==> config.mk <==
export PLATFORM = sky130hd
export DESIGN_NAME = ysyx_22051013_pipe_ctrl
export DESIGN_NICKNAME = d
export VERILOG_FILES = /design/src/rtl/ysyx_22051013_pipe_ctrl.sv
export SDC_FILE = /design/constraint.sdc
export NUM_CORES = 1
export LEC_CHECK = 0
export CORE_MARGIN = 2
export CORE_UTILIZATION = 56
export CTS_CLUSTER_SIZE = 8
export DETAILED_ROUTE_END_ITERATION = 8
export DONT_BUFFER_PORTS = 1
export GPL_TIMING_DRIVEN = 1
export PLACE_DENSITY = 0.74
export SYNTH_ARGS = -nofsm -noshare
export SYNTH_HDL_FRONTEND = slang
export SYNTH_SLANG_ARGS = --single-unit
==> constraint.sdc <==
create_clock -name clk -period 1.9 [get_ports clk]
set_input_delay 0.285 -clock clk [delete_from_list [all_inputs] [get_ports clk]]
set_output_delay 0.285 -clock clk [all_outputs]
set_load 0.005 [all_outputs]
==> src/rtl/ysyx_22051013_pipe_ctrl.sv <==
// ysyx_22051013_pipe_ctrl: pipeline hold/flush control with stall counting
module ysyx_22051013_pipe_ctrl #(
  parameter int STALL_CNT_W = 32
) (
  input  logic                   clk,
  input  logic                   rst,
  input  logic [4:0]             id_rs1_addr,
  input  logic [4:0]             id_rs2_addr,
  input  logic                   id_rs1_ren,
  input  logic                   id_rs2_ren,
  input  logic [4:0]             ex_rd_addr,
  input  logic                   ex_rd_ena,
  input  logic                   ex_load_flag,
  input  logic                   ex_redirect,
  input  logic                   if_ready,
  input  logic                   mem_req,
  input  logic                   mem_ready,
  input  logic                   md_start,
  input  logic                   md_done,
  output logic                   pc_hold,
  output logic                   ifid_hold,
  output logic                   ifid_flush,
  output logic                   idex_hold,
  output logic                   idex_flush,
  output logic                   exmem_hold,
  output logic                   memwb_bubble,
  output logic [STALL_CNT_W-1:0] stall_cnt
);
  typedef enum logic [1:0] {RUN, MEM_WAIT, MD_WAIT, REDIR} state_t;
  state_t state, state_nx;
  logic mem_w, lu;
  assign mem_w = ~mem_ready & (mem_req | state == MEM_WAIT);
  assign lu = ex_load_flag & ex_rd_ena & (ex_rd_addr != 5'd0) &
              ((id_rs1_ren & id_rs1_addr == ex_rd_addr) | (id_rs2_ren & id_rs2_addr == ex_rd_addr));
  // Each state masks every lower-priority condition; memory wait masks all of them.
  always_comb begin
    pc_hold = 1'b0;
    ifid_hold = 1'b0;
    ifid_flush = 1'b0;
    idex_hold = 1'b0;
    idex_flush = 1'b0;
    exmem_hold = 1'b0;
    memwb_bubble = 1'b0;
    state_nx = state;
    if (rst) begin
      ifid_flush = 1'b1;
      idex_flush = 1'b1;
    end else if (mem_w) begin
      {pc_hold, ifid_hold, idex_hold, exmem_hold, memwb_bubble} = 5'b11111;
      state_nx = state == RUN ? MEM_WAIT : state;
    end else if (state == MEM_WAIT) begin
      state_nx = RUN;
    end else if (state == MD_WAIT) begin
      {pc_hold, ifid_hold, idex_hold} = {3{~md_done}};
      state_nx = md_done ? RUN : MD_WAIT;
    end else if (state == REDIR) begin
      ifid_flush = ~if_ready | ex_redirect;
      idex_flush = ex_redirect;
      state_nx = if_ready ? RUN : REDIR;
    end else begin
      state_nx = md_start & ~md_done ? MD_WAIT : ex_redirect & ~if_ready ? REDIR : RUN;
      ifid_flush = ex_redirect | (~lu & ~if_ready);
      idex_flush = ex_redirect | lu;
      pc_hold = ~ex_redirect & (lu | ~if_ready);
      ifid_hold = ~ex_redirect & lu;
    end
  end
  always_ff @(posedge clk or posedge rst) begin
    if (rst) begin
      state <= RUN;
      stall_cnt <= '0;
    end else begin
      state <= state_nx;
      if (pc_hold & ~&stall_cnt) stall_cnt <= stall_cnt + STALL_CNT_W'(1);
    end
  end
endmodule

# [Word level (Yosys, flattened, before mapping)]
# Cells that the tools add are included.
[totals] ff_bits=34 inputBits=27 output_inout_bits=39 word_cells=73
[classes] add_sub_neg=1 n_eq_ne=6 muxes=35 bitwise_logic=24 reduce_logical=5
[op_table] op="$add 32x1->32 const B" count=1
[op_table] op="$reduce_and 32->1" count=1
[op_table] op="$mux 1" count=26
[op_table] op="$mux 2" count=9
[op_table] op="$and 1x1->1" count=12
[op_table] op="$eq 5x5->1" count=2
[op_table] op="$not 1->1" count=6
[op_table] op="$or 1x1->1" count=6
[op_table] op="$reduce_bool 5->1" count=1
[op_table] op="$eq 2x2->1 const B" count=2
[op_table] op="$eq 2x1->1 const B" count=1
[op_table] op="$logic_not 2->1" count=1
[op_table] op="$ne 2x1->1 const B" count=1
[op_table] op="$reduce_and 2->1" count=1
[op_table] op="$logic_not 1->1" count=1

# [Logic depth before layout (Yosys ltp)]
[depth] word_depth=12 ltp_mapped=8 ltp_nobuf=7

# [Worst setup path before layout]
# OpenSTA, ideal clock, no wires.
[synth_path] path_type="input-to-reg" from="input port rst" to="register stall_cnt[18]" setup_time_ns=0.079 t_arrival_ns=2.296 required_time_ns=1.821 setup_slack_ns=-0.476 stages=7 path_buffers=1 path_cell_list="inv_1 > nand3_1 > nor2b_1 > a211oi_4 > buf_4 > nor4_1 > xor2_1"
[synth_via] elab_chain_len=2
[synth_rtl] item="start, declared" line_no="6" rtl="input logic rst,"
[synth_rtl] item="$mux 1" line_no="45" rtl="if (rst) begin"
[synth_rtl] item="$and 1x1->1" line_no="74" rtl="if (pc_hold & ~&stall_cnt) stall_cnt <= stall_cnt + STALL_CNT_W'(1);"
[synth_rtl] item="end signal, assigned" line_no="74"
[synth_rtl] item="end, declared" line_no="27" rtl="output logic [STALL_CNT_W-1:0] stall_cnt"
# No other way between the ends.
# A chain may end at the register's enable or synchronous reset.

# [Worst setup path after layout]
[layout_path] from="register stall_cnt[1]" to="register stall_cnt[24]"
[layout_via] elab_chain_len=3 elab_cells_between_ends=4 cone_classes="1 x add/sub; 1 x bitwise; 2 x reduce/logical"
[layout_rtl] item="parallel branches: the longest is 3 deep, another holds $add 32x1->32"
# Several ways; the timed one is not identified.

==> results by stage <==
Synthesis:
- The fraction of synthesized cell area taken by the top area cell type is a little over two fifths.
- Ranked by instance count, the synthesized netlist is headed by sky130_fd_sc_hd__dfrtp_1, sky130_fd_sc_hd__xor2_1, sky130_fd_sc_hd__nand2_1.
- For this run, the leading register cell type out of synthesis is sky130_fd_sc_hd__dfrtp_1.
- sky130_fd_sc_hd__dfrtp_1 takes more of the synthesized area than any other cell.
- The synthesized netlist occupies a cell area of 1940 um2.
- The number of synthesized flops with an enable pin is 0.
- The sequential fraction of the synthesis area is 43.9%.
- Of all flip-flops after synthesis, the portion carrying an async set or reset was 100%.
- The flip-flop and latch count after synthesis is 34.
- In the post-synthesis netlist, the biggest area contributors are sky130_fd_sc_hd__dfrtp_1, sky130_fd_sc_hd__xor2_1, sky130_fd_sc_hd__xnor2_1.
- The count of different cell masters after synthesis is 34.
- The synthesized instance count is between 200 and 250.
- The Yosys step of the flow raised 0 warnings.
- The number of nets in the synthesized netlist is about 230.
- The most used standard cell by instance count after synthesis is sky130_fd_sc_hd__dfrtp_1.
- Dividing the synthesized area by the synthesized cell count gives ~9.6 um2.

Drt:
- The number of nets with antenna violations after routing is 0.
- The post-detailed-route wirelength per cell is approximately 21 um.
- The total routed wirelength is around 6.6 mm.
- Across all layers, the routed design uses 1,936 vias.
- The violation count after the first detailed-routing iteration is 214.
- The detailed-router iteration count before antenna repair is 5.
- After detailed routing, the number of vias per cell comes to a little over 6.
- The number of remaining DRC errors is 0.

Timing:
- Measured against its own limit, the worst slew margin works out to between 70% and 80%.
- In the post-route analysis, the smallest setup slack over all paths is -0.244 ns.
- The total of endpoints with negative setup slack in the final report is 30.
- Setup repair after global routing could not meet its margin everywhere.
- The final count of hold timing violations is 0.
- Across the routed clock network, the largest skew measured is approximately 0.014 ns.
- The worst path uses 113% of the clock period.
- The worst-margin pin slew is approximately 0.36 ns.
- The maximum achievable frequency is roughly 0.47 GHz.
- The total count of max-transition violations in the final report is 0.
- The clock period minus worst slack is approximately 2.1 ns.

Placed design:
- The count of placed standard cells including taps is around 300.
- The number of buffers added on ports is 0.
- The total half-perimeter wirelength after legalization and detailed placement is 3.73 mm.
- At the end of routability-driven placement, the weighted congestion stood at roughly 0.92.

Setup path:
- The arrival time at the worst endpoint is between 2 and 2.5 ns.
- The kind of start point of the critical path is a flop.
- The endpoint class of the critical path is a flop.
- The data required time at the worst endpoint is 2.13 ns.
- Of all nets on the critical path, the largest fanout is 6.
- The critical path start-end classification is flop to flop.
- The depth of the worst register-to-register path is 9.

Clock tree:
- The clock root buffer is sky130_fd_sc_hd__clkbuf_4.
- The count of clock tree sinks is 34.
- TritonCTS created 5 clock buffers.
- The level count of the clock H-tree is 2.
- TritonCTS built the clock tree.
- The maximum number of buffers from clock root to sink is 2.
- The clock transition time at the flip-flop clock pins of the worst setup and hold paths is around 0.11 ns.
- The clock insertion delay at the later pin of the skew report is ~0.33 ns.

Finish:
- The final layout contains roughly 290 nets.
- In the final layout, flip-flops and latches occupy approximately 850 um2.
- In the final layout, the multi-input gates occupy around 1400 um2.
- The fraction of final layout cells with drive strength greater than 1 is 45.3%.
- For this run, the share of the core covered by cells in the final layout is between 80% and 90%.
- The area growth from synthesis to final layout is 52.1%.
- The antenna cell count is 0.
- The count of fill cells added during filler insertion is about 160.
- Leaving out filler cells and counting taps, the final layout contains between 300 and 400.

Floorplan:
- The core region is about 3300 um2.
- Row generation in the floorplan step produced 21 rows.
- During I/O placement, the number of pins put on the boundary was 66.
- The area of the die is a little under 4000 um2.
- Measured along the y axis, the die boundary spans 62.8 um.
- The x dimension of the die is between 60 and 70 um.
- The initial standard-cell utilization of the core is around three fifths.

Power:
- In this run switching power makes up 37.3% of total power.
- In this run, the combinational gates consume a little under half of the power.
- The areal power density over the cells is 841 nW/um2.
- Registers are responsible for between 30% and 40% of the overall power.
- For this design the total switching power over the nets is about 0.93 mW.
- The total chip power is 2.48 mW.
- The internal portion of the total power is about 1.6 mW.
- The largest voltage drop on the vdd net is 0.689 mV.
- The clock network is responsible for roughly 17% of the overall power.
- The static leakage power is around 1.4 nW.

Outcome:
- The flow ran to the end, but the final reports show violations.
- The checks that failed: setup timing.

Global routing:
- The first global-routing pass estimated about 9.0 mm of wire.
- The largest net degree at the start of global routing is 37.
- The initial antenna violation count was 0.
- For this run, the total global-route usage over all layers was measured as between 20% and 30%.
- The total congestion overflow is 0.
- The number of global-route vias before repair is 1,904.

Worst hold path:
- Counting instances, the worst hold path has a depth of 2.
- The class of the tightest hold or removal check is input pin to flop.

Run:
- Max-cap violations in this run came to 0.
layout make-up:
type,count,area share [%]
clock inverter,1,0.170
tap,46,1.95
inverter,4,0.722
sequential,34,28.9
clock buffer,7,1.87
multi-input combinational,157,48.0
timing repair buffer,62,18.4
final timing paths:
kind,slack [ns],from,endpoint
max,-0.24,stall_cnt[1],stall_cnt[24]
min,0.17,rst,state[1]
max reg2reg,-0.24,stall_cnt[1],stall_cnt[24]
min reg2reg,0.55,stall_cnt[31],stall_cnt[31]
max in group asynchronous,1.15,rst,state[1]
min in group asynchronous,0.48,rst,stall_cnt[13]
repair_timing:
| item | CTS | global route |
|---|---|---|
| pin swaps | 11 | 19 |
| hold endpoints to repair | 34 | 0 |
| cloned | 0 | 0 |
| setup buffers | 5 | 4 |
| setup endpoints to repair | 34 | 37 |
| resized for setup | 35 | 43 |
| hold buffers | 1 | 0 |
power groups by stage:
stage               logic [mW]  registers [mW]  clock network, mW
global route              1.19           0.930              0.465
finish                    1.13           0.921              0.428
detailed placement       0.770           0.909                  0
floorplan                0.370           0.937                  0
CTS                      0.897           0.904              0.420
global placement         0.725           0.897                  0
placed cells by master, fill, tap and decap left out, types with 2 or more instances in the layout:
master,count
sky130_fd_sc_hd__a21oi_1,4
sky130_fd_sc_hd__a31oi_1,3
sky130_fd_sc_hd__and3_4,2
sky130_fd_sc_hd__and4_1,5
sky130_fd_sc_hd__buf_12,3
sky130_fd_sc_hd__buf_4,48
sky130_fd_sc_hd__buf_6,10
sky130_fd_sc_hd__clkbuf_4,5
sky130_fd_sc_hd__dfrtp_1,33
sky130_fd_sc_hd__inv_1,2
sky130_fd_sc_hd__nand2_1,15
sky130_fd_sc_hd__nand2_4,2
sky130_fd_sc_hd__nand2b_1,2
sky130_fd_sc_hd__nand3_1,8
sky130_fd_sc_hd__nand3_4,2
sky130_fd_sc_hd__nand4_1,7
sky130_fd_sc_hd__nor2_1,8
sky130_fd_sc_hd__nor2_2,3
sky130_fd_sc_hd__nor2_4,4
sky130_fd_sc_hd__nor2b_4,2
sky130_fd_sc_hd__nor3_1,3
sky130_fd_sc_hd__nor3_2,3
sky130_fd_sc_hd__nor4_2,6
sky130_fd_sc_hd__nor4_4,6
sky130_fd_sc_hd__nor4b_2,3
sky130_fd_sc_hd__nor4b_4,2
sky130_fd_sc_hd__o21ai_0,6
sky130_fd_sc_hd__xnor2_1,11
sky130_fd_sc_hd__xnor2_2,2
sky130_fd_sc_hd__xor2_1,28
routing by layer:
| layer | GRT usage [%] | part of all wire, % | vias up |
|---|---|---|---|
| li1 | - | - | 840 |
| met1 | 33.9 | 37 | 973 |
| met2 | 52.4 | 54 | 102 |
| met3 | 6.31 | 6.6 | 21 |
| met4 | 6.94 | 2.7 | 0 |
| met5 | 0 | 0 | - |
cells by family (layout without fill, tap and decap cells):
kind of cell	Yosys count	count (layout)	share of synthesized area (%)
buf+inv	10	74	2.52
compound gates	21	21	7.17
xor+xnor	41	41	18.5
flops	34	34	43.9
mux	1	1	0.581
simple gates	93	93	26.7
fa+ha+maj	1	1	0.645
sequential cells by signal (all words and copies together), names as in the netlist:
register	count
state	2
stall_cnt	32
stage by stage:
| stage | setup TNS (ns) | setup slack [ns] | area (um2) | hold WS, ns |
|---|---|---|---|---|
| final | -2.81 | -0.244 | 2950 | 0.174 |
| after global routing | -5.57 | -0.301 | 2950 | 0.148 |
| after CTS | -0.330 | -0.117 | 2690 | 0.153 |
| after detailed placement | -3.04 | -0.132 | 2420 | 0.333 |
| after global placement | -1.57 | -0.0708 | 2420 | 0.315 |
| after floorplan | -3.27 | -0.158 | 1970 | 0.240 |
worst max-delay path, stage by stage (launching register included):
cell	delay [ns]
sky130_fd_sc_hd__dfrtp_1	0.40
sky130_fd_sc_hd__ha_2	0.21
sky130_fd_sc_hd__and3_4	0.19
sky130_fd_sc_hd__nand4_1	0.12
sky130_fd_sc_hd__buf_6	0.16
sky130_fd_sc_hd__buf_6	0.14
sky130_fd_sc_hd__nor3_2	0.19
sky130_fd_sc_hd__nand2_1	0.09
sky130_fd_sc_hd__nor3_1	0.28
sky130_fd_sc_hd__xor2_1	0.26
(Power assumes the default switching activity.)
